**config.mk**
```make
export PLATFORM = sky130hd
export DESIGN_NAME = rpsc_fault_annunciator
export DESIGN_NICKNAME = d
export VERILOG_FILES = /design/src/rtl/rpsc_pkg.sv /design/src/rtl/rpsc_serial_tx.sv /design/src/rtl/rpsc_fault_annunciator.sv
export SDC_FILE = /design/constraint.sdc
export NUM_CORES = 1
export LEC_CHECK = 0
export CORE_ASPECT_RATIO = 1.25
export CORE_MARGIN = 2
export CORE_UTILIZATION = 52
export CTS_BUF_LIST = sky130_fd_sc_hd__clkbuf_8
export DETAILED_ROUTE_END_ITERATION = 6
export PLACE_DENSITY = 0.86
export SLEW_MARGIN = 20
export SYNTH_ARGS = -nofsm -noshare
export SYNTH_HDL_FRONTEND = slang
export SYNTH_SLANG_ARGS = --single-unit
```
**constraint.sdc**
```tcl
create_clock -name clk -period 2.8 [get_ports clk]
set_input_delay 0.56 -clock clk [delete_from_list [all_inputs] [get_ports clk]]
set_output_delay 0.56 -clock clk [all_outputs]
set_load 0.005 [all_outputs]
```
**src/rtl/rpsc_pkg.sv**
```systemverilog
// Shared types and helpers for the RPSC fault annunciator.
package rpsc_pkg;
    localparam int unsigned RPSC_N_CH  = 8;
    localparam int unsigned RPSC_IDX_W = $clog2(RPSC_N_CH);

    typedef enum logic {TX_IDLE, TX_SHIFT} tx_state_t;
    typedef enum logic [1:0] {A_IDLE, A_PULSE, A_SETTLE, A_CHECK} ack_state_t;

    // Lowest set bit index; 0 when nothing is set.
    function automatic logic [RPSC_IDX_W-1:0] lowest_set_idx(input logic [RPSC_N_CH-1:0] v);
        logic [RPSC_IDX_W-1:0] idx;
        idx = '0;
        for (int i = int'(RPSC_N_CH) - 1; i >= 0; i--) begin
            if (v[i]) idx = RPSC_IDX_W'(i);
        end
        return idx;
    endfunction
endpackage

```
**src/rtl/rpsc_serial_tx.sv**
```systemverilog
// Parallel-load UART-style shifter: bit 0 of the frame goes out first, each bit held BIT_DIV cycles.
module rpsc_serial_tx #(
    parameter int unsigned FRAME_W = 15,
    parameter int unsigned BIT_DIV = 100
) (
    input  logic               clk,
    input  logic               reset,
    input  logic               i_start,
    input  logic [FRAME_W-1:0] i_frame,
    output logic               o_ser_tx,
    output logic               o_busy,
    output logic               o_last_c
);
    localparam int unsigned DIV_W = $clog2(BIT_DIV);
    localparam int unsigned BIT_W = $clog2(FRAME_W);

    logic [FRAME_W-1:0] r_shift;
    logic [DIV_W-1:0]   r_div;
    logic [BIT_W-1:0]   r_bit;
    logic               r_busy;
    logic               w_bit_end;

    assign w_bit_end = (r_div == DIV_W'(BIT_DIV - 1));
    assign o_last_c  = r_busy && w_bit_end && (r_bit == BIT_W'(FRAME_W - 1));
    assign o_ser_tx  = r_shift[0];
    assign o_busy    = r_busy;

    // Ones are shifted in behind the frame so the line rests high once the stop bit leaves.
    always_ff @(posedge clk or posedge reset) begin
        if (reset) begin
            r_shift <= '1;
            r_div   <= '0;
            r_bit   <= '0;
            r_busy  <= 1'b0;
        end else if (i_start) begin
            r_shift <= i_frame;
            r_div   <= '0;
            r_bit   <= '0;
            r_busy  <= 1'b1;
        end else if (r_busy) begin
            if (w_bit_end) begin
                r_div   <= '0;
                r_shift <= {1'b1, r_shift[FRAME_W-1:1]};
                if (r_bit == BIT_W'(FRAME_W - 1)) begin
                    r_busy <= 1'b0;
                    r_bit  <= '0;
                end else begin
                    r_bit <= r_bit + BIT_W'(1);
                end
            end else begin
                r_div <= r_div + DIV_W'(1);
            end
        end
    end
endmodule

```
**src/rtl/rpsc_fault_annunciator.sv**
```systemverilog
// Latched-alarm annunciator: LA sync, first-out capture, serial status frames and
// acknowledge-driven channel reset pulses with stuck-channel detection.
module rpsc_fault_annunciator
    import rpsc_pkg::*;
#(
    parameter int unsigned N_CH      = RPSC_N_CH,
    parameter int unsigned IDX_W     = $clog2(N_CH),
    parameter int unsigned RST_PULSE = 16,
    parameter int unsigned SETTLE    = 4,
    parameter int unsigned BIT_DIV   = 100
) (
    input  logic             clk,
    input  logic             reset,
    input  logic [N_CH-1:0]  la_in,
    input  logic             ack_req,
    input  logic [N_CH-1:0]  ack_mask,
    output logic [N_CH-1:0]  ch_reset,
    output logic             any_alarm,
    output logic             first_valid,
    output logic [IDX_W-1:0] first_idx,
    output logic [N_CH-1:0]  stuck,
    output logic             ser_tx,
    output logic             tx_busy
);
    localparam int unsigned FRAME_W = N_CH + IDX_W + 4;
    localparam int unsigned CNT_MAX = (RST_PULSE > SETTLE + 2) ? RST_PULSE : SETTLE + 2;
    localparam int unsigned CNT_W   = $clog2(CNT_MAX + 1);

    logic [N_CH-1:0]    r_la_m, r_la_s, r_la_d;
    logic               w_change;
    logic               r_any;
    logic               r_fv, w_fv_nxt, w_fv_clr;
    logic [IDX_W-1:0]   r_idx, w_idx_nxt;

    tx_state_t          r_tx_state, w_tx_state_nxt;
    logic               r_pending, w_pending_nxt;
    logic               w_tx_start, w_tx_last;
    logic [FRAME_W-1:0] w_frame;

    ack_state_t         r_ack_state, w_ack_state_nxt;
    logic [CNT_W-1:0]   r_cnt, w_cnt_nxt;
    logic [N_CH-1:0]    r_sel, w_sel_nxt, w_sel_cap;
    logic [N_CH-1:0]    r_ch_reset, w_ch_reset_nxt;
    logic [N_CH-1:0]    r_stuck, w_stuck_nxt;

    assign w_change    = (r_la_s != r_la_d);
    assign w_sel_cap   = ack_mask & r_la_s;
    assign ch_reset    = r_ch_reset;
    assign any_alarm   = r_any;
    assign first_valid = r_fv;
    assign first_idx   = r_idx;
    assign stuck       = r_stuck;

    // First-out capture wins over clearing; clearing needs la_s==0 so the two never collide.
    always_comb begin
        w_fv_nxt  = r_fv;
        w_idx_nxt = r_idx;
        if (!r_fv && (r_la_s != '0)) begin
            w_fv_nxt  = 1'b1;
            w_idx_nxt = IDX_W'(lowest_set_idx(RPSC_N_CH'(r_la_s)));
        end else if (w_fv_clr) begin
            w_fv_nxt = 1'b0;
        end
    end

    always_ff @(posedge clk or posedge reset) begin
        if (reset) begin
            r_la_m <= '0;
            r_la_s <= '0;
            r_la_d <= '0;
            r_any  <= 1'b0;
            r_fv   <= 1'b0;
            r_idx  <= '0;
        end else begin
            r_la_m <= la_in;
            r_la_s <= r_la_m;
            r_la_d <= r_la_s;
            r_any  <= |r_la_s;
            r_fv   <= w_fv_nxt;
            r_idx  <= w_idx_nxt;
        end
    end

    // Transmitter FSM: state register, next state, outputs.
    always_ff @(posedge clk or posedge reset) begin
        if (reset) begin
            r_tx_state <= TX_IDLE;
            r_pending  <= 1'b0;
        end else begin
            r_tx_state <= w_tx_state_nxt;
            r_pending  <= w_pending_nxt;
        end
    end

    always_comb begin
        w_tx_state_nxt = r_tx_state;
        case (r_tx_state)
            TX_IDLE:  if (w_change) w_tx_state_nxt = TX_SHIFT;
            TX_SHIFT: if (w_tx_last && !r_pending && !w_change) w_tx_state_nxt = TX_IDLE;
            default:  w_tx_state_nxt = TX_IDLE;
        endcase
    end

    always_comb begin
        w_tx_start    = 1'b0;
        w_pending_nxt = 1'b0;
        case (r_tx_state)
            TX_IDLE:  w_tx_start = w_change;
            TX_SHIFT: begin
                w_tx_start    = w_tx_last && (r_pending || w_change);
                w_pending_nxt = !w_tx_start && (r_pending || w_change);
            end
            default: ;
        endcase
    end

    // Snapshot carries the first-out values as they will be after this edge.
    assign w_frame = {1'b1, ^{r_la_s, w_idx_nxt, w_fv_nxt}, w_fv_nxt, w_idx_nxt, r_la_s, 1'b0};

    rpsc_serial_tx #(
        .FRAME_W (FRAME_W),
        .BIT_DIV (BIT_DIV)
    ) u_tx (
        .clk      (clk),
        .reset    (reset),
        .i_start  (w_tx_start),
        .i_frame  (w_frame),
        .o_ser_tx (ser_tx),
        .o_busy   (tx_busy),
        .o_last_c (w_tx_last)
    );

    // Acknowledge FSM: state register, next state, outputs.
    always_ff @(posedge clk or posedge reset) begin
        if (reset) begin
            r_ack_state <= A_IDLE;
        end else begin
            r_ack_state <= w_ack_state_nxt;
        end
    end

    always_comb begin
        w_ack_state_nxt = r_ack_state;
        case (r_ack_state)
            A_IDLE:   if (ack_req && (w_sel_cap != '0)) w_ack_state_nxt = A_PULSE;
            A_PULSE:  if (r_cnt == CNT_W'(RST_PULSE - 1)) w_ack_state_nxt = A_SETTLE;
            A_SETTLE: if (r_cnt == CNT_W'(SETTLE + 1)) w_ack_state_nxt = A_CHECK;
            A_CHECK:  w_ack_state_nxt = A_IDLE;
            default:  w_ack_state_nxt = A_IDLE;
        endcase
    end

    always_comb begin
        w_cnt_nxt      = '0;
        w_sel_nxt      = r_sel;
        w_stuck_nxt    = r_stuck;
        w_fv_clr       = 1'b0;
        if ((w_ack_state_nxt == r_ack_state) && (r_ack_state != A_IDLE)) begin
            w_cnt_nxt = r_cnt + CNT_W'(1);
        end
        if ((r_ack_state == A_IDLE) && ack_req) begin
            w_sel_nxt = w_sel_cap;
            w_fv_clr  = (r_la_s == '0);
        end
        if (r_ack_state == A_CHECK) begin
            w_stuck_nxt = r_stuck | (r_sel & r_la_s);
            w_fv_clr    = (r_la_s == '0);
        end
        w_ch_reset_nxt = (w_ack_state_nxt == A_PULSE) ? w_sel_nxt : '0;
    end

    always_ff @(posedge clk or posedge reset) begin
        if (reset) begin
            r_cnt      <= '0;
            r_sel      <= '0;
            r_ch_reset <= '0;
            r_stuck    <= '0;
        end else begin
            r_cnt      <= w_cnt_nxt;
            r_sel      <= w_sel_nxt;
            r_ch_reset <= w_ch_reset_nxt;
            r_stuck    <= w_stuck_nxt;
        end
    end
endmodule

```
### Word-level counts from Yosys, hierarchy flattened

Cells that the tools add are included.

* input bits: 19
* logic and storage cells: 98
* output and inout bits: 23
* flip-flop bits (word level): 89

* mux-type cells: 39
* reductions and logical operators: 25
* bitwise logic cells: 4
* add/subtract/negate cells: 3
* equal/unequal tests: 10

Operators with widths (count)
* 2-to-1 mux 15 bit: 3
* 2-to-1 mux 3 bit: 9
* 2-to-1 mux 7 bit: 3
* AND 8 bit: 2
* 2-to-1 mux 4 bit: 4
* 2-to-1 mux 8 bit: 2
* nonzero test 8 bit: 2
* parity 12 bit: 1
* 2-to-1 mux 1 bit: 11
* logical AND 1 bit: 10
* zero test 8 bit: 1
* != test 8 bit: 1
* OR 8 bit: 1
* one-hot mux 2 bit (4 select lines): 1
* OR reduction 8 bit: 1
* adder 7 x 1 -> 7 bit, second input constant: 1
* equality test 7 bit, second input constant: 1
* 2-to-1 mux 2 bit: 3
* nonzero test 2 bit: 3
* adder 5 x 1 -> 5 bit, second input constant: 1
* equality test 5 x 3 -> 1 bit, second input constant: 1
* equality test 5 x 4 -> 1 bit, second input constant: 1
* 2-to-1 mux 5 bit: 1
* adder 4 x 1 -> 4 bit, second input constant: 1
* 10 further kinds: 16

### Logic depth before layout (Yosys ltp)

Gate-level depths: netlist of the first run.

* depth in word-level cells: 11
* gate-level depth with buffers: 10
* gate-level depth less buffers: 8

### Hierarchy

A second synthesis of the first run with hierarchy kept.

* cells, all modules: 338
* area, all modules: 3774.9 µm²

Modules (own cells, without submodules)
* rpsc_fault_annunciator: sequential area each 1551.5 µm², times used 1, cells each 191, area an instance 2362.3 µm²
* rpsc_serial_tx: sequential area each 694.4 µm², times used 1, cells each 147, area an instance 1412.6 µm²

### Least setup slack after synthesis of the first run

Ideal clock, no wire load.

* path kind: register to register
* start point: register r_la_s[4]
* end point: register u_tx.r_shift[13]
* path buffers: 1
* data arrival time: 1.988 ns
* required time: 2.727 ns
* setup time: 0.073 ns
* setup slack: 0.739 ns
* period minus slack after synthesis: 2.061 ns
* cell stages (with the launch flop): 10
* cells stage by stage: dfrtp_1 -> clkbuf_1 -> inv_1 -> ha_1 -> nand4_1 -> nand2b_1 -> mux2_4 -> xnor3_1 -> xnor2_1 -> a21oi_1

* word-level cells in the longest chain between the ends: 8
* elaborated cells on any way between the ends: 22
* those cells by class: eq/ne: 1; mux: 12; reduce/logical: 9

RTL lines
* start: declaration: line rpsc_fault_annunciator.sv:29 `logic [N_CH-1:0] r_la_m, r_la_s, r_la_d;`
* start signal: assignment: line rpsc_fault_annunciator.sv:76 `r_la_s <= r_la_m;`
* 2-to-1 mux 3 bit (5 in a row): line rpsc_pkg.sv:14 `if (v[i]) idx = RPSC_IDX_W'(i);`
* 2-to-1 mux 3 bit *: line rpsc_fault_annunciator.sv:58 `if (!r_fv && (r_la_s != '0)) begin`
* net u_tx.i_frame[11]: line rpsc_serial_tx.sv:9 `input logic [FRAME_W-1:0] i_frame,`
* parity 12 bit *: line rpsc_fault_annunciator.sv:118 `assign w_frame = {1'b1, ^{r_la_s, w_idx_nxt, w_fv_nxt}, w_fv_nxt, w_idx_nxt, r_la_s, 1'b0};`
* 2-to-1 mux 15 bit *: line rpsc_serial_tx.sv:35 `end else if (i_start) begin`
* end signal: assignment: line rpsc_serial_tx.sv:36 `r_shift <= i_frame;`
* end signal: assignment: line rpsc_serial_tx.sv:43 `r_shift <= {1'b1, r_shift[FRAME_W-1:1]};`
* end: declaration: line rpsc_serial_tx.sv:17 `logic [FRAME_W-1:0] r_shift;`

The timed path passes the listed nets; every way through them passes the cells marked *.
A chain may end at the register's enable or synchronous reset.

### Worst setup path after layout of the first run

* start point: register u_tx.r_div[0]
* end point: register u_tx.r_bit[3]

* word-level cells in the longest chain between the ends: 7
* elaborated cells on any way between the ends: 9
* those cells by class: eq/ne: 1; mux: 2; reduce/logical: 6

RTL lines
* start: declaration: line rpsc_serial_tx.sv:18 `logic [DIV_W-1:0] r_div;`
* start signal: assignment: line rpsc_serial_tx.sv:51 `r_div <= r_div + DIV_W'(1);`
* equality test 7 bit *: line rpsc_serial_tx.sv:23 `assign w_bit_end = (r_div == DIV_W'(BIT_DIV - 1));`
* logical AND 1 bit (2 in a row): line rpsc_serial_tx.sv:24 `assign o_last_c = r_busy && w_bit_end && (r_bit == BIT_W'(FRAME_W - 1));`
* logical AND 1 bit: line rpsc_fault_annunciator.sv:110 `w_tx_start = w_tx_last && (r_pending || w_change);`
* one-hot mux 1 bit (2 select lines): line rpsc_fault_annunciator.sv:107 `case (r_tx_state)`
* nonzero test 2 bit (no source line)
* AND reduction 2 bit (no source line)
* end signal: assignment: line rpsc_serial_tx.sv:48 `r_bit <= r_bit + BIT_W'(1);`
* end: declaration: line rpsc_serial_tx.sv:19 `logic [BIT_W-1:0] r_bit;`

Mark *: on every way between the ends. The rest lies on a longest branch, timed or not.

==> PnR_summary.wiki, run 1 <==
{| class="wikitable"
! Metric !! Value
|-
| Endpoints failing hold || 0
|-
| Antenna violation net count after detailed routing || 0
|-
| Synthesized netlist net count || 356
|-
| Power density over the cells || 797 nW/um^2
|-
| Final estimated routing congestion in global placement || 0.793
|-
| Combinational cell fraction of total power || 0.230
|-
| Maximum number of pins on one net before global-route repair || 32
|-
| Level count of the clock H-tree || 3
|-
| Final TNS setup || 0 ns
|-
| Count of hold-fix buffers inserted at cts || 0
|-
| Area growth from synthesis to layout || 20.0%
|-
| Detailed-route vias per instance || 5.35
|-
| Headroom to the max-slew limit || 0.537
|-
| Number of global-route vias before repair || 2585
|-
| Number of nets in the final layout || 400
|-
| Library cell with the largest summed area after synthesis || dfrtp_1
|-
| Die Span X || 79.6 um
|-
| Start point of the critical path || u_tx.r_div[0]
|-
| Clock buffers created by TritonCTS || 9
|-
| Launching element type of the critical path || flop
|-
| Min-Delay Path Class || flop to flop
|-
| WS Path Type || flop to flop
|-
| Maximum ir drop on the vdd rail || 584 uV
|-
| Fraction of synthesized cell area taken by the top area cell type || 0.499
|-
| Maximum clock frequency || 0.437 GHz
|-
| Setup Fix Bufs, Post-CTS || 0
|-
| Yosys warning count || 0
|-
| Most common library cells after synthesis || dfrtp_1, nand2_1, o21ai_1
|-
| Critical Path End Type || flop
|-
| Setup violators final || 0
|-
| Minimum setup slack after placement || 0.293 ns
|-
| Post-synthesis cell type count || 47
|-
| Worst R2R End || u_tx.r_bit[3]
|-
| Die H || 98.5 um
|-
| Final Util || 0.642
|-
| Slew Limit Fails || 0
|-
| Max Root-Sink Buffers || 2
|-
| Total global routing track utilization || 0.202
|-
| Final cell count without fillers || 465
|-
| Reg2reg start || u_tx.r_div[0]
|-
| Starting utilization of the core area || 0.535
|-
| Crit share post-route || 0.818
|-
| Area after DPL || 4230 um^2
|-
| Number of antenna diodes || 0
|-
| RSZ-0062 raised after global routing || false
|-
| Worst r2r path cells || 7
|-
| Combined area of all synthesized cells || 3710 um^2
|-
| Sinks on Clock Net || 88
|-
| Count of placed standard cells including taps || 449
|-
| Hold WS || 0.353 ns
|-
| Cells after Synth || 326
|-
| Number of antenna violations at the first check in global routing || 0
|-
| Total Wirelength || 6950 um
|-
| Final Total Pwr || 3.55 mW
|-
| Leading cell types by total area after synthesis || dfrtp_1, dfstp_2, nand2_1
|-
| Wire length of the first global-routing pass || 12200 um
|-
| HPWL after DPL || 5030 um
|-
| Library cell with the highest instance count after synthesis || dfrtp_1
|-
| Part of the total power dissipated in the clock network || 0.273
|-
| Worst-margin pin slew || 0.693 ns
|-
| Buffer type at the clock tree root || clkbuf_8
|-
| WL/cell || 15.0 um
|-
| Critical path fanouts, max || 11
|-
| First drt pass iteration count || 4
|-
| Result of the run || finished, final reports clean
|-
| Seq/Total Area, Yosys || 0.598
|-
| WP data arrival || 2.54 ns
|-
| Total core area || 6930 um^2
|-
| Timing endpoint of the critical path || u_tx.r_bit[3]
|-
| Worst clock skew || 0.00700 ns
|-
| Clock tree from TritonCTS || yes
|-
| Async SR Flop Fraction || 1.00
|-
| Sw Share || 0.289
|-
| Register bit total from synthesis || 88
|-
| Overall die area || 7830 um^2
|-
| Synthesized area per cell || 11.4 um^2
|-
| Main flop type after synthesis || dfrtp_1
|-
| Quantity of I/O buffers inserted on ports || 41
|-
| Finished layout cell area || 4450 um^2
|-
| Final WS setup || 0.511 ns
|-
| Share of total power in sequential cells || 0.497
|-
| Via Count || 2489
|-
| Leakage power figure || 1.97 nW
|-
| Fraction of layout cells with a size suffix above 1 || 0.136
|-
| Clock insertion delay at the later pin of the skew report || 0.35 ns
|-
| Min cycle time layout || 2.29 ns
|-
| Flop2flop setup slack || 0.51 ns
|-
| Internal power consumption || 2.53 mW
|-
| Drt first-iter violations || 135
|-
| Remaining routing DRC violations || 0
|-
| Clock slew at reported path FFs || 0.09 ns
|-
| Total of max-cap violations || 0
|-
| Switching power || 1.02 mW
|-
| Boundary pin count || 42
|-
| Required time of the critical path || 3.05 ns
|-
| CTS-repair resized insts || 0
|-
| Post-synth EDFFs || 0
|-
| Overflow after GRT || 0
|-
| FP Rows || 34
|}
==> power groups by stage <==
stage | clock (mW) | sequential, mW | combinational (mW)
floorplan | 0 | 1.74 | 0.528
global placement | 0 | 1.77 | 0.783
detailed placement | 0 | 1.78 | 0.820
CTS | 0.992 | 1.77 | 0.831
global route | 1.05 | 1.80 | 0.924
finish | 0.969 | 1.76 | 0.817
==> sequential cells by signal, indices dropped and copies added (netlist names), 5 cells and up <==
signal        cells
r_cnt             5
u_tx.r_shift     14
ch_reset          8
r_sel             8
stuck             8
r_la_d            8
u_tx.r_div        7
r_la_m            8
r_la_s            8
==> worst min path at each step <==
stage | cells past startpoint | slack (ns) | startpoint | endpoint
finish | 0 | 0.35 | r_la_m[2] | r_la_s[2]
global route | 0 | 0.36 | r_la_m[2] | r_la_s[2]
CTS | 0 | 0.35 | r_la_m[2] | r_la_s[2]
detailed placement | 0 | 0.34 | r_la_m[2] | r_la_s[2]
global placement | 0 | 0.33 | r_la_m[5] | r_la_s[5]
floorplan | 0 | 0.33 | r_la_m[0] | r_la_s[0]
==> cells in the final DEF (no fill, tap or decap), types with 8 or more instances in the layout <==
cell	n
nand4_1	8
clkbuf_8	10
nand2_1	39
nor2b_1	10
ha_1	11
a31o_2	9
dfrtp_1	74
o21ai_1	22
mux2i_1	13
nor2_1	17
inv_1	15
dfstp_2	14
clkdlybuf4s50_1	41
xnor2_1	16
==> metal layers <==
metal / routed length (um) / GRT usage / vias up
met2: 3640 / 0.332 / 57
met3: 315 / 0.0476 / 12
li1: - / - / 1195
met4: 127 / 0.0703 / 0
met1: 2870 / 0.263 / 1225
met5: 0 / 0 / -
==> worst max-delay path, stage by stage, from the launching register on <==
cell and delay (ns):
dfrtp_1 0.42, ha_1 0.20, nand2_1 0.13, o41ai_2 0.48
o31a_1 0.35, buf_4 0.26, nor4_1 0.07, a211o_1 0.28
==> area by class of cell <==
cell class	instances	area, um^2
flip-flops and latches	88	2220
clock buffers	10	138
fillers	519	2480
multi-input cells	206	1350
repair buffers	49	483
well taps	90	113
inverters	16	63.8
clock inverters	6	91.3
==> kinds of logic (layout without fill, tap and decap cells) <==
family / after synthesis / count (layout) / share of synthesized area
adders and majority gates: 11 / 11 / 0.0371
and+or+nand+nor: 103 / 103 / 0.133
xor gates and xnor gates: 18 / 18 / 0.0462
buffers and inverters: 32 / 81 / 0.0394
muxes: 14 / 14 / 0.0391
AOI/OAI and AO/OA: 60 / 60 / 0.108
DFF: 88 / 88 / 0.598
(Power assumes the default switching activity.)
==> run 2: changes to the inputs <==
CORE_UTILIZATION = 58   (was 52)
PLACE_DENSITY = 0.9   (was 0.86)
clock period = 2.2 ns   (was 2.8 ns; I/O delays follow)
==> PnR_summary.wiki, run 2 (synthesis results as in run 1) <==
{| class="wikitable"
! Metric !! Value
|-
| Minimum setup slack after placement || -0.149 ns (was 0.293 ns)
|-
| Share of total power in sequential cells || 0.501 (was 0.497)
|-
| Worst path max stage delay || 0.42 ns (was 0.48 ns)
|-
| Worst R2R End || u_tx.r_div[5] (was u_tx.r_bit[3])
|-
| Met1 GRT Util || 0.293 (was 0.263)
|-
| Clock buffers created by TritonCTS || 9 (unchanged)
|-
| Area after DPL || 4310 um^2 (was 4230 um^2)
|-
| Overall die area || 7060 um^2 (was 7830 um^2)
|-
| Maximum clock frequency || 0.475 GHz (was 0.437 GHz)
|-
| Hold depth || 0 (unchanged)
|-
| Headroom to the max-slew limit || 0.695 (was 0.537)
|-
| Launching element type of the critical path || flop (unchanged)
|-
| Flop2flop setup slack || 0.1 ns (was 0.51 ns)
|-
| GR met2 Demand/Resource || 0.386 (was 0.332)
|-
| Flip-flop count of the largest register after layout || 14 (unchanged)
|-
| Result of the run || finished, final reports clean (unchanged)
|-
| HPWL after DPL || 5160 um (was 5030 um)
|-
| Internal power consumption || 3.12 mW (was 2.53 mW)
|-
| Total of max-cap violations || 0 (unchanged)
|-
| Final Total Pwr || 4.48 mW (was 3.55 mW)
|-
| Antenna violation net count after detailed routing || 0 (unchanged)
|-
| Number of antenna diodes || 0 (unchanged)
|-
| WP data arrival || 2.39 ns (was 2.54 ns)
|-
| Met3 capacity usage during global routing || 0.0463 (was 0.0476)
|-
| Critical Path End Type || flop (unchanged)
|-
| Worst-case hold path end point || r_la_s[7] (was r_la_s[2])
|-
| Sinks on Clock Net || 88 (unchanged)
|-
| Total global routing track utilization || 0.234 (was 0.202)
|-
| Clock slew at reported path FFs || 0.10 ns (was 0.09 ns)
|-
| Die Span X || 75.6 um (was 79.6 um)
|-
| Required time of the critical path || 2.49 ns (was 3.05 ns)
|-
| Finished layout cell area || 4570 um^2 (was 4450 um^2)
|-
| Clock insertion delay at the later pin of the skew report || 0.36 ns (was 0.35 ns)
|-
| Max Root-Sink Buffers || 2 (unchanged)
|-
| Number of nets in the final layout || 417 (was 400)
|-
| Leading cell type in the layout, fill and taps excluded || dfrtp_1 (unchanged)
|-
| Sw Share || 0.304 (was 0.289)
|-
| Boundary pin count || 42 (unchanged)
|-
| Final cell count without fillers || 477 (was 465)
|-
| WL/cell || 15.5 um (was 15.0 um)
|-
| Final estimated routing congestion in global placement || 0.830 (was 0.793)
|-
| Worst r2r path cells || 8 (was 7)
|-
| Buffer type at the clock tree root || clkbuf_8 (unchanged)
|-
| Detailed-route vias per instance || 5.42 (was 5.35)
|-
| Maximum ir drop on the vdd rail || 808 uV (was 584 uV)
|-
| Quantity of I/O buffers inserted on ports || 41 (unchanged)
|-
| Hold path start || r_la_m[7] (was r_la_m[2])
|-
| Final WS setup || 0.0960 ns (was 0.511 ns)
|-
| Switching power || 1.36 mW (was 1.02 mW)
|-
| First drt pass iteration count || 4 (unchanged)
|-
| Highest-count cells in the layout ignoring fill and taps || dfrtp_1, clkdlybuf4s50_1, nand2_1 (unchanged)
|-
| Fraction of layout cells with a size suffix above 1 || 0.189 (was 0.136)
|-
| Min-Delay Path Class || flop to flop (unchanged)
|-
| Clock tree from TritonCTS || yes (unchanged)
|-
| Count of hold-fix buffers inserted at cts || 0 (unchanged)
|-
| Remaining routing DRC violations || 0 (unchanged)
|-
| Combinational cell fraction of total power || 0.255 (was 0.230)
|-
| Leakage power figure || 2.07 nW (was 1.97 nW)
|-
| Slowest cell on the critical path || dfrtp_1 (was o41ai_2)
|-
| Total core area || 6170 um^2 (was 6930 um^2)
|-
| Starting utilization of the core area || 0.602 (was 0.535)
|-
| Number of global-route vias before repair || 2698 (was 2585)
|-
| Top reg by flops || u_tx.r_shift (unchanged)
|-
| Worst clock skew || 0.0152 ns (was 0.00700 ns)
|-
| Power density over the cells || 981 nW/um^2 (was 797 nW/um^2)
|-
| Critical path fanouts, max || 5 (was 11)
|-
| Total Wirelength || 7390 um (was 6950 um)
|-
| Worst-margin pin slew || 0.453 ns (was 0.693 ns)
|-
| Part of the total power dissipated in the clock network || 0.243 (was 0.273)
|-
| Endpoints failing hold || 0 (unchanged)
|-
| Count of placed standard cells including taps || 456 (was 449)
|-
| Drt first-iter violations || 159 (was 135)
|-
| Via Count || 2587 (was 2489)
|-
| Wire length of the first global-routing pass || 12400 um (was 12200 um)
|-
| FP Rows || 32 (was 34)
|-
| Reg2reg start || u_tx.r_bit[0] (was u_tx.r_div[0])
|-
| Number of antenna violations at the first check in global routing || 0 (unchanged)
|-
| Maximum number of pins on one net before global-route repair || 89 (was 32)
|-
| Min cycle time layout || 2.10 ns (was 2.29 ns)
|-
| Level count of the clock H-tree || 3 (unchanged)
|-
| Die H || 93.4 um (was 98.5 um)
|-
| Setup violators final || 0 (unchanged)
|-
| Most congested layer reported by global routing || met2 (unchanged)
|-
| Crit share post-route || 0.956 (was 0.818)
|-
| Area growth from synthesis to layout || 23.0% (was 20.0%)
|-
| Chain of cells forming the critical path || inv_1 -> ha_1 -> nand4_1 -> o41ai_4 -> o31a_1 -> o211ai_1 -> or3_1 -> a21boi_1 (was ha_1 -> nand2_1 -> o41ai_2 -> o31a_1 -> buf_4 -> nor4_1 -> a211o_1)
|-
| WS Path Type || flop to flop (unchanged)
|-
| Slew Limit Fails || 0 (unchanged)
|-
| Overflow after GRT || 0 (unchanged)
|}
-- run 2: cell types whose count changed in the layout (fill, tap and decap cells not counted), sizes merged --
cell	delta
buf	+17
clkinv	+5
clkbuf	-1
bufinv	-1
clkinvlp	-3
-- run 2: worst max path at each step --
stage	from	to	slack [ns]
after CTS	u_tx.r_div[0]	u_tx.r_div[5]	0.04
after global placement	ack_req	u_tx.r_shift[13]	-0.12
after global routing	u_tx.r_bit[0]	u_tx.r_div[5]	-0.06
final	u_tx.r_bit[0]	u_tx.r_div[5]	0.1
after detailed placement	ack_req	u_tx.r_shift[13]	-0.15
after floorplan	r_la_s[4]	u_tx.r_shift[13]	0.14
-- run 2: metal layers --
layer	routed length (um)	vias to the layer above
li1	-	1234
met5	0	-
met2	3850	61
met4	242	0
met3	252	19
met1	3040	1273
-- run 2: per-stage QoR --
stage / setup TNS [ns] / utilization / hold WS (ns)
final: 0 / 0.740 / 0.352
after global routing: -0.0854 / 0.740 / 0.358
after CTS: 0 / 0.731 / 0.354
after detailed placement: -0.149 / 0.699 / 0.336
after global placement: -0.116 / 0.699 / 0.335
after floorplan: 0 / - / 0.331
-- run 2: power groups by stage --
stage	Sequential, mW	Combinational (mW)	Clock [mW]
2_1_floorplan	2.21	0.672	0
4_1_cts	2.24	1.08	1.10
3_5_place_dp	2.27	1.07	0
5_1_grt	2.29	1.27	1.18
3_3_place_gp	2.24	1.02	0
6_report	2.25	1.14	1.09
-- run 2: worst max-delay path: cells and delay by family (launching register included) --
kind	cells	cell delay, ns
compound gates	4	0.85
fa+ha+maj	1	0.17
buf+inv	1	0.08
flops	1	0.42
simple gates	2	0.51
-- run 2: repair_timing --
item / in CTS / in global routing
setup endpoints to repair: 0 / 18
setup buffers: 0 / 5
gates resized for setup: 0 / 7
-- run 2: final cells by class --
| type | count | area, um^2 |
|---|---|---|
| clock buffers | 9 | 124 |
| repair buffers | 66 | 611 |
| multi-input cells | 206 | 1370 |
| fillers | 411 | 1600 |
| flip-flops and latches | 88 | 2220 |
| clock inverters | 7 | 71.3 |
| well taps | 85 | 106 |
| inverters | 16 | 63.8 |
==> run 3: changes to the inputs <==
CORE_ASPECT_RATIO = unset   (was 1.25)
CORE_UTILIZATION = 65   (was 58)
DONT_BUFFER_PORTS = 1   (was unset)
PLACE_DENSITY = 0.89   (was 0.9)
==> PnR_summary.wiki, run 3 (synthesis results as in run 1) <==
{| class="wikitable"
! Metric !! Value
|-
| Reg2reg start || u_tx.r_bit[0] (unchanged)
|-
| Power density over the cells || 1050 nW/um^2 (was 981 nW/um^2)
|-
| Leakage power figure || 1.92 nW (was 2.07 nW)
|-
| FP Rows || 27 (was 32)
|-
| Combinational cell fraction of total power || 0.211 (was 0.255)
|-
| Sinks on Clock Net || 88 (unchanged)
|-
| Die H || 79.6 um (was 93.4 um)
|-
| Internal power consumption || 3.04 mW (was 3.12 mW)
|-
| First drt pass iteration count || 4 (unchanged)
|-
| Buffers & Inverters on Critical Path || 2 (was 1)
|-
| Drt first-iter violations || 283 (was 159)
|-
| Number of antenna violations at the first check in global routing || 0 (unchanged)
|-
| WS Path Type || flop to flop (unchanged)
|-
| Flop2flop setup slack || 0.07 ns (was 0.1 ns)
|-
| Total Wirelength || 7490 um (was 7390 um)
|-
| Overall die area || 6330 um^2 (was 7060 um^2)
|-
| Final estimated routing congestion in global placement || 0.859 (was 0.830)
|-
| Critical Path Stages || 9 (was 8)
|-
| Count of placed standard cells including taps || 399 (was 456)
|-
| Final Total Pwr || 4.38 mW (was 4.48 mW)
|-
| Leading cell type in the layout, fill and taps excluded || dfrtp_1 (unchanged)
|-
| HPWL after DPL || 5190 um (was 5160 um)
|-
| Worst clock skew || 0.0112 ns (was 0.0152 ns)
|-
| Final Util || 0.758 (was 0.740)
|-
| Chain of cells forming the critical path || inv_1 -> ha_2 -> nand4_1 -> o41ai_4 -> o31a_1 -> buf_6 -> o211ai_1 -> or3_1 -> a21boi_1 (was inv_1 -> ha_1 -> nand4_1 -> o41ai_4 -> o31a_1 -> o211ai_1 -> or3_1 -> a21boi_1)
|-
| Start point of the critical path || u_tx.r_bit[0] (unchanged)
|-
| Number of antenna diodes || 0 (unchanged)
|-
| Clock slew at reported path FFs || 0.08 ns (was 0.10 ns)
|-
| Share of total power in sequential cells || 0.516 (was 0.501)
|-
| Top reg by flops || u_tx.r_shift (unchanged)
|-
| Starting utilization of the core area || 0.674 (was 0.602)
|-
| Clock buffers created by TritonCTS || 9 (unchanged)
|-
| Overflow after GRT || 0 (unchanged)
|-
| Maximum ir drop on the vdd rail || 773 uV (was 808 uV)
|-
| Crit share post-route || 0.966 (was 0.956)
|-
| Total of max-cap violations || 0 (unchanged)
|-
| Total core area || 5510 um^2 (was 6170 um^2)
|-
| RSZ-0062 raised after global routing || true
|-
| Critical path fanouts, max || 5 (unchanged)
|-
| Required time of the critical path || 2.48 ns (was 2.49 ns)
|-
| Top cell family by delay on the critical path || compound AO/OA/AOI/OAI gates (unchanged)
|-
| Switching power || 1.34 mW (was 1.36 mW)
|-
| Timing endpoint of the critical path || u_tx.r_div[5] (unchanged)
|-
| Min cycle time layout || 2.13 ns (was 2.10 ns)
|-
| Level count of the clock H-tree || 3 (unchanged)
|-
| Number of nets in the final layout || 373 (was 417)
|-
| Area growth from synthesis to layout || 12.5% (was 23.0%)
|-
| Launching element type of the critical path || flop (unchanged)
|-
| WL/cell || 17.9 um (was 15.5 um)
|-
| Slew Limit Fails || 0 (unchanged)
|-
| Number of global-route vias before repair || 2510 (was 2698)
|-
| Maximum clock frequency || 0.470 GHz (was 0.475 GHz)
|-
| Endpoints failing hold || 0 (unchanged)
|-
| Final cell count without fillers || 419 (was 477)
|-
| Die Span X || 79.6 um (was 75.6 um)
|-
| Wire length of the first global-routing pass || 11900 um (was 12400 um)
|-
| Worst r2r path cells || 9 (was 8)
|-
| Clock insertion delay at the later pin of the skew report || 0.36 ns (about the same)
|-
| Sw Share || 0.307 (was 0.304)
|-
| Flip-flop count of the largest register after layout || 14 (unchanged)
|-
| Worst path max stage delay || 0.41 ns (was 0.42 ns)
|-
| Critical Path End Type || flop (unchanged)
|-
| Quantity of I/O buffers inserted on ports || 0 (was 41)
|-
| Slowest cell on the critical path || dfrtp_1 (unchanged)
|-
| Worst R2R End || u_tx.r_div[5] (unchanged)
|-
| Setup violators final || 0 (unchanged)
|-
| Worst-margin pin slew || 0.563 ns (was 0.453 ns)
|-
| Buffer type at the clock tree root || clkbuf_8 (unchanged)
|-
| Maximum number of pins on one net before global-route repair || 37 (was 89)
|-
| Max Root-Sink Buffers || 2 (unchanged)
|-
| Via Count || 2517 (was 2587)
|-
| Remaining routing DRC violations || 0 (unchanged)
|-
| Fraction of layout cells with a size suffix above 1 || 0.202 (was 0.189)
|-
| Result of the run || finished, final reports clean (unchanged)
|-
| Min-Delay Path Class || primary input to asynchronous set/reset pin (was flop to flop)
|-
| Part of the total power dissipated in the clock network || 0.273 (was 0.243)
|-
| Clock tree from TritonCTS || yes (unchanged)
|-
| Total global routing track utilization || 0.254 (was 0.234)
|-
| Antenna violation net count after detailed routing || 0 (unchanged)
|-
| Highest-count cells in the layout ignoring fill and taps || dfrtp_1, nand2_1, o21ai_1 (was dfrtp_1, clkdlybuf4s50_1, nand2_1)
|-
| Headroom to the max-slew limit || 0.624 (was 0.695)
|-
| Detailed-route vias per instance || 6.01 (was 5.42)
|-
| Boundary pin count || 42 (unchanged)
|-
| WP data arrival || 2.41 ns (was 2.39 ns)
|}
run 3: changes by cell type in the layout (fill, tap and decap cells not counted), sizes merged:
cell	delta
clkinvlp	+1
buf	-3
clkdlybuf4s50	-41
inv	+1
bufinv	+1
clkinv	-4
run 3: what timing repair did:
item | CTS | global route
setup buffers | 0 | 5
hold buffers | 0 | 0
setup endpoints to repair | 0 | 14
resized for setup | 0 | 10
run 3: metal layers:
metal / GRT usage / wire length [um] / up-vias
met1: 0.339 / 3080 / 1257
met4: 0.114 / 138 / 0
met5: 0 / 0 / -
li1: - / - / 1144
met2: 0.401 / 3790 / 102
met3: 0.0588 / 486 / 14
run 3: layout make-up:
| class | count | area, um^2 |
|---|---|---|
| Clock buffer | 9 | 124 |
| Clock inverter | 6 | 85.1 |
| Fill cell | 327 | 1330 |
| Inverter | 16 | 63.8 |
| Multi-Input combinational cell | 206 | 1390 |
| Sequential cell | 88 | 2220 |
| Tap cell | 72 | 90.1 |
| Timing Repair Buffer | 22 | 206 |
run 3: per-stage QoR:
step	hold slack [ns]	worst slack (ns)	TNS, ns	instance area [um^2]
6_report	0.00146	0.0743	0	4180
5_1_grt	0.0345	-0.0675	-0.131	4180
4_1_cts	0.00455	0.0416	0	4090
2_1_floorplan	0.331	0.139	0	3720
3_5_place_dp	0.337	0.0674	0	3880
3_3_place_gp	0.333	0.156	0	3880
run 3: worst min path at each step:
| stage | startpoint | endpoint | slack (ns) |
|---|---|---|---|
| final | reset | r_la_m[4] | 0.001 |
| after global routing | reset | r_la_m[0] | 0.03 |
| after CTS | reset | r_la_m[4] | 0.005 |
| after detailed placement | r_la_m[1] | r_la_s[1] | 0.34 |
| after global placement | r_la_m[1] | r_la_s[1] | 0.33 |
| after floorplan | r_la_m[0] | r_la_s[0] | 0.33 |
run 3: power groups by stage:
stage	Combinational (mW)	Clock, mW	Sequential [mW]
final	0.924	1.20	2.26
after floorplan	0.672	0	2.21
after global routing	1.04	1.27	2.30
after CTS	0.884	1.21	2.25
after global placement	0.810	0	2.26
after detailed placement	0.879	0	2.28
